File: config.mk
export PLATFORM = sky130hd
export DESIGN_NAME = udp_sweep_ctrl
export DESIGN_NICKNAME = d
export VERILOG_FILES = /design/src/rtl/udp_sweep_pkg.sv /design/src/rtl/udp_sweep_cnt.sv /design/src/rtl/udp_sweep_ctrl.sv
export SDC_FILE = /design/constraint.sdc
export NUM_CORES = 1
export LEC_CHECK = 0
export BUFFER_PORTS_ARGS = -buffer_cell sky130_fd_sc_hd__buf_4
export CAP_MARGIN = 20
export CORE_MARGIN = 3
export CORE_UTILIZATION = 30
export DETAILED_ROUTE_END_ITERATION = 6
export HOLD_SLACK_MARGIN = 0.12
export MAX_ROUTING_LAYER = met4
export SYNTH_ARGS = -nofsm -noshare
export SYNTH_HDL_FRONTEND = slang
export SYNTH_SLANG_ARGS = --single-unit
export TNS_END_PERCENT = 100
File: constraint.sdc
create_clock -name clk -period 4.4 [get_ports clk]
set_input_delay 0.44 -clock clk [delete_from_list [all_inputs] [get_ports clk]]
set_output_delay 0.44 -clock clk [all_outputs]
set_load 0.01 [all_outputs]
File: src/rtl/udp_sweep_pkg.sv
// Shared types and helpers for the UDP truth-table sweep controller.
package udp_sweep_pkg;

  typedef enum logic [1:0] {
    S_IDLE   = 2'd0,
    S_SETTLE = 2'd1,
    S_SAMPLE = 2'd2,
    S_DONE   = 2'd3
  } sweep_state_t;

  localparam int unsigned SETTLE_W = 4;

  function automatic int unsigned TABLE_SZ(input int unsigned n);
    return 32'd1 << n;
  endfunction

endpackage

File: src/rtl/udp_sweep_cnt.sv
// Vector index counter for the sweep: synchronous clear, saturating increment.
module udp_sweep_cnt
  import udp_sweep_pkg::*;
#(
  parameter int unsigned N_IN = 4
) (
  input  logic          clk,
  input  logic          rst_n,
  input  logic          clr,
  input  logic          inc,
  output logic [N_IN:0] idx,
  output logic          last
);

  localparam logic [N_IN:0] LAST_IDX = (N_IN+1)'(TABLE_SZ(N_IN) - 1);

  assign last = (idx == LAST_IDX);

  always_ff @(posedge clk or negedge rst_n) begin
    if (!rst_n) begin
      idx <= '0;
    end else if (clr) begin
      idx <= '0;
    end else if (inc && !last) begin
      idx <= idx + (N_IN+1)'(1);
    end
  end

endmodule

File: src/rtl/udp_sweep_ctrl.sv
// Exhaustive truth-table sweep controller for an N_IN-input combinational target.
// Optional first-mismatch reporting ports: define UDP_SWEEP_FAIL_IDX_EN.
module udp_sweep_ctrl
  import udp_sweep_pkg::*;
#(
  parameter int unsigned N_IN   = 4,
  parameter int unsigned SETTLE = 2
) (
  input  logic                        clk,
  input  logic                        rst_n,
  input  logic                        start,
  input  logic                        abort,
  input  logic [TABLE_SZ(N_IN)-1:0]   expected,
  output logic [N_IN-1:0]             stim,
  input  logic                        dut_out,
  output logic                        busy,
  output logic                        done,
  output logic [TABLE_SZ(N_IN)-1:0]   result,
  output logic                        pass
`ifdef UDP_SWEEP_FAIL_IDX_EN
  ,
  output logic                        fail_valid,
  output logic [N_IN-1:0]             fail_idx
`endif
);

  sweep_state_t        state_q, state_d;
  logic [SETTLE_W-1:0] cnt_q;
  logic [N_IN:0]       idx;
  logic [N_IN-1:0]     idx_lo;
  logic                last;
  logic                pass_q;
  logic                sweep_start, capture, idx_inc, finish, abort_go;

  assign idx_lo = idx[N_IN-1:0];

  udp_sweep_cnt #(.N_IN(N_IN)) u_cnt (
    .clk   (clk),
    .rst_n (rst_n),
    .clr   (sweep_start),
    .inc   (idx_inc),
    .idx   (idx),
    .last  (last)
  );

  always_ff @(posedge clk or negedge rst_n) begin
    if (!rst_n) state_q <= S_IDLE;
    else        state_q <= state_d;
  end

  always_comb begin
    state_d     = state_q;
    sweep_start = 1'b0;
    capture     = 1'b0;
    idx_inc     = 1'b0;
    finish      = 1'b0;
    abort_go    = 1'b0;
    unique case (state_q)
      S_IDLE: begin
        if (start && !abort) begin
          sweep_start = 1'b1;
          state_d     = S_SETTLE;
        end
      end
      S_SETTLE: begin
        if (abort) begin
          abort_go = 1'b1;
          state_d  = S_IDLE;
        end else if (cnt_q == SETTLE_W'(SETTLE - 1)) begin
          state_d = S_SAMPLE;
        end
      end
      S_SAMPLE: begin
        if (abort) begin
          abort_go = 1'b1;
          state_d  = S_IDLE;
        end else begin
          capture = 1'b1;
          if (last) begin
            state_d = S_DONE;
          end else begin
            idx_inc = 1'b1;
            state_d = S_SETTLE;
          end
        end
      end
      S_DONE: begin
        finish  = 1'b1;
        state_d = S_IDLE;
      end
      default: state_d = S_IDLE;
    endcase
  end

  // Settle counter restarts whenever SETTLE is (re)entered.
  always_ff @(posedge clk or negedge rst_n) begin
    if (!rst_n) begin
      cnt_q <= '0;
    end else if (state_q == S_SETTLE && state_d == S_SETTLE) begin
      cnt_q <= cnt_q + SETTLE_W'(1);
    end else begin
      cnt_q <= '0;
    end
  end

  always_ff @(posedge clk or negedge rst_n) begin
    if (!rst_n) begin
      stim   <= '0;
      result <= '0;
      pass_q <= 1'b0;
    end else begin
      if (sweep_start) begin
        stim   <= '0;
        result <= '0;
        pass_q <= 1'b0;
      end
      if (capture) begin
        result[idx_lo] <= dut_out;
        if (!last) stim <= N_IN'(idx + (N_IN+1)'(1));
      end
      if (abort_go) begin
        stim   <= '0;
        pass_q <= 1'b0;
      end
      if (finish) pass_q <= (result == expected);
    end
  end

  // pass is compared live during DONE so it is valid alongside the done pulse,
  // then held from the register until the next start.
  assign done = (state_q == S_DONE);
  assign busy = (state_q == S_SETTLE) || (state_q == S_SAMPLE);
  assign pass = (state_q == S_DONE) ? (result == expected) : pass_q;

`ifdef UDP_SWEEP_FAIL_IDX_EN
  always_ff @(posedge clk or negedge rst_n) begin
    if (!rst_n) begin
      fail_valid <= 1'b0;
      fail_idx   <= '0;
    end else if (sweep_start) begin
      fail_valid <= 1'b0;
      fail_idx   <= '0;
    end else if (capture && !fail_valid && (dut_out != expected[idx_lo])) begin
      fail_valid <= 1'b1;
      fail_idx   <= idx_lo;
    end
  end
`endif

endmodule
==> run_results.csv <==
group,metric,value,unit
run_status,status,"finished clean",
cells_and_area,area_growth,24.3,%
sta,tns,0,ns
yosys,synthesis.area,1910,um^2
sta,fin_crit_sh,53.6,%
critical_path,path_delay_family,"simple AND/OR/NAND/NOR gates",
sta,setup_viol_count_final,0,
placed_design,hpwl,3240,um
cells_and_area,seq_area,801,um^2
worst_hold_path,hold_depth,2,
drt,post-route-drc-count,0,
sta,worst_slew_pin_slew,0.671,ns
floorplanning,die_area,7370,um^2
global_routing,grt_max_degree,33,
yosys,synth_top_family_by_area,"simple AND/OR/NAND/NOR gates",
critical_path,cp_cell_sequence,"xor2_1, nor4_1, nand4_1, o22ai_1, buf_4",
clock_tree,cts_buffers,5,
drt,vias_per_cell,4.93,
cells_and_area,final_common_cell,"buf_4",
critical_path,crit_required,3.96,ns
yosys,yosys_warnings,0,
clock_tree,cts-root-buf,"clkbuf_8",
critical_path,crit_type,"flop to output port",
critical_path,crit_path_max_incr_delay,0.52,ns
pwr,vdd_drop_max,0.139,mV
sta,period_minus_slack,2.36,ns
critical_path,cp.depth,5,
floorplanning,chipWidth,85.8,um
global_routing,grt_pass1_wl,7270,um
clock_tree,clock_latency,0.29,ns
floorplanning,core.rowCount,28,
yosys,avgSynthCellArea,9.51,um^2
critical_path,crit_fanout,3,
critical_path,arrival,1.92,ns
yosys,synth_edf_count,0,
drt,routedWlPerCell,13.8,um
sta,fin_skew,0.00905,ns
clock_tree,cts_buffer_depth,2,
clock_tree,path_clk_slew,0.07,ns
yosys,yosys-top-cells-area,"dfrtp_1 (42%), xor2_1 (8.7%), ha_1 (7.2%)",
yosys,synthFlopType,"dfrtp_1",
drt,drt_iter0_markers,86,
yosys,synth_xor_area_share,10.1,%
clock_tree,cts_sinks,32,
yosys,ys_seq_area_share,41.9,%
critical_path,critPathSlowestCell,"nor4_1",
yosys,ys_seq_elements,32,
sta,fmax,424,MHz
yosys,synth_mux_area_share,0.524,%
cells_and_area,fin_area,2380,um^2
critical_path,crit_path_end_kind,"output port",
sta,rsz0062_at_grt,"false",
placed_design,dpl_cell_area,2270,um^2
yosys,synth_top_area_share,41.9,%
cells_and_area,multi_input_area,1030,um^2
yosys,synthSimpleGateAreaFrac,22.6,%
cells_and_area,nNetsFinal,273,
floorplanning,initial_utilization,31.5,%
yosys,async_flop_share,100,%
drt,vias,1563,
pwr,p_leak,1.21,nW
cells_and_area,post-route-util,39.2,%
job,max-cap-violations,0,
cells_and_area,antenna_cells,0,
floorplanning,boundaryPins,44,
sta,hold_violations,0,
yosys,synth_cell_types,41,
critical_path,crit_buf_inv,1,
yosys,synth-compound-area-share,13.2,%
cells_and_area,layout_common_cells,"buf_4 (43), dfrtp_1 (32), nand2_1 (24)",
drt,wl,4370,um
cells_and_area,fillers,637,
critical_path,start_kind,"flop",
critical_path,rr_worst_depth,7,
drt,drtAntennaViolNets,0,
yosys,synthAdderAreaFrac,7.20,%
global_routing,grt_usage,13.0,%
clock_tree,cts_tree,"done",
yosys,synth_cells,201,
pwr,power.density,326,nW/um^2
worst_hold_path,hp-class,"primary input to flop",
global_routing,antenna_found_initial,0,
pwr,power,775,uW
floorplanning,fp.dieH,85.8,um
placed_design,place_ws,2.21,ns
global_routing,overflow,0,
sta,relSlewSlack,55.1,%
sta,timing.final.ws_setup,2.04,ns
drt,firstDrtPassIters,4,
yosys,yosysTopAreaCell,"dfrtp_1",
floorplanning,placeableCoreArea,6060,um^2
clock_tree,htreeDepth,2,
sta,maxSlewViolCount,0,
cells_and_area,layout-drive-gt1-share,23.6,%
placed_design,io_buffers,43,
yosys,syn_nets,233,
placed_design,place.gp.congestion,0.765,
clock_tree,post_cts_buffers,0,
global_routing,first_global_vias,1482,
[layer usage]
metal | share of wire, % | global-route usage [%] | vias to the layer above
met5 | 0 | - | -
met4 | 1.1 | 4.03 | 0
met3 | 5.3 | 4.13 | 7
met2 | 44 | 18.2 | 38
met1 | 49 | 17.8 | 725
li1 | - | - | 793
[final timing paths]
path | to | startpoint | slack, ns
hold / removal | stim[0] | abort | 0.47
hold reg to reg | cnt_q[0] | cnt_q[0] | 0.50
setup / recovery | pass | result[2] | 2.04
setup reg to reg | stim[3] | u_cnt.idx[0] | 2.22
min in group asynchronous | state_q[1] | rst_n | 0.63
max in group asynchronous | result[15] | rst_n | 3.47
[registers in the layout, indices dropped and copies added (netlist names)]
signal     cells
cnt_q          4
pass_q         1
stim           4
u_cnt.idx      5
result        16
state_q        2
[worst register-to-register path, cell delays in order, from the launching register on]
cell,delay [ns]
dfrtp_1,0.42
ha_1,0.27
and3_1,0.20
ha_1,0.19
nor3b_2,0.57
nor2_2,0.13
a22oi_1,0.21
a21oi_1,0.06
[kinds of logic after synthesis]
logic type	Yosys count
flip-flops	32
multiplexers	1
buffers and inverters	19
XOR/XNOR	22
AND/OR/NAND/NOR	80
AO/OA/AOI/OAI	36
adder cells (fa/ha/maj)	11
[area by class of cell]
| cell class | count | share of cell area (%) |
|---|---|---|
| inverter | 8 | 1.26 |
| tap | 75 | 3.95 |
| sequential | 32 | 33.7 |
| clock buffer | 6 | 3.48 |
| timing repair buffer | 44 | 14.0 |
| multi-input combinational | 150 | 43.2 |
| clock inverter | 2 | 0.421 |
[synth_stat cells, drive strengths merged, types with 2 or more instances]
library cell,instances
dfrtp,32
nand2,24
xor2,19
nand3,14
nor2,13
o211ai,13
ha,11
buf,8
inv,8
a21oi,6
nand4,6
and2,5
nor4,4
o21ai,4
o311ai,4
a22oi,3
clkbuf,3
nand2b,3
nor2b,3
xnor2,3
nor3b,2
[what timing repair did]
item                      CTS  global route
hold endpoints to repair   32             0
hold buffers                1             0
resized for setup           0             0
[report_power, final]
group          total (mW)  switching, mW  internal [mW]
Combinational       0.202          0.118         0.0836
Clock               0.234          0.110          0.125
Sequential          0.339         0.0230          0.316
Total               0.775          0.251          0.524
[per-stage QoR]
step | hold WS, ns | cells
after CTS | 0.464 | 317
after global placement | 0.401 | 308
after detailed placement | 0.408 | 308
final | 0.474 | 317
after global routing | 0.478 | 317
after floorplan | 0.144 | 201
(Power assumes the default switching activity.)
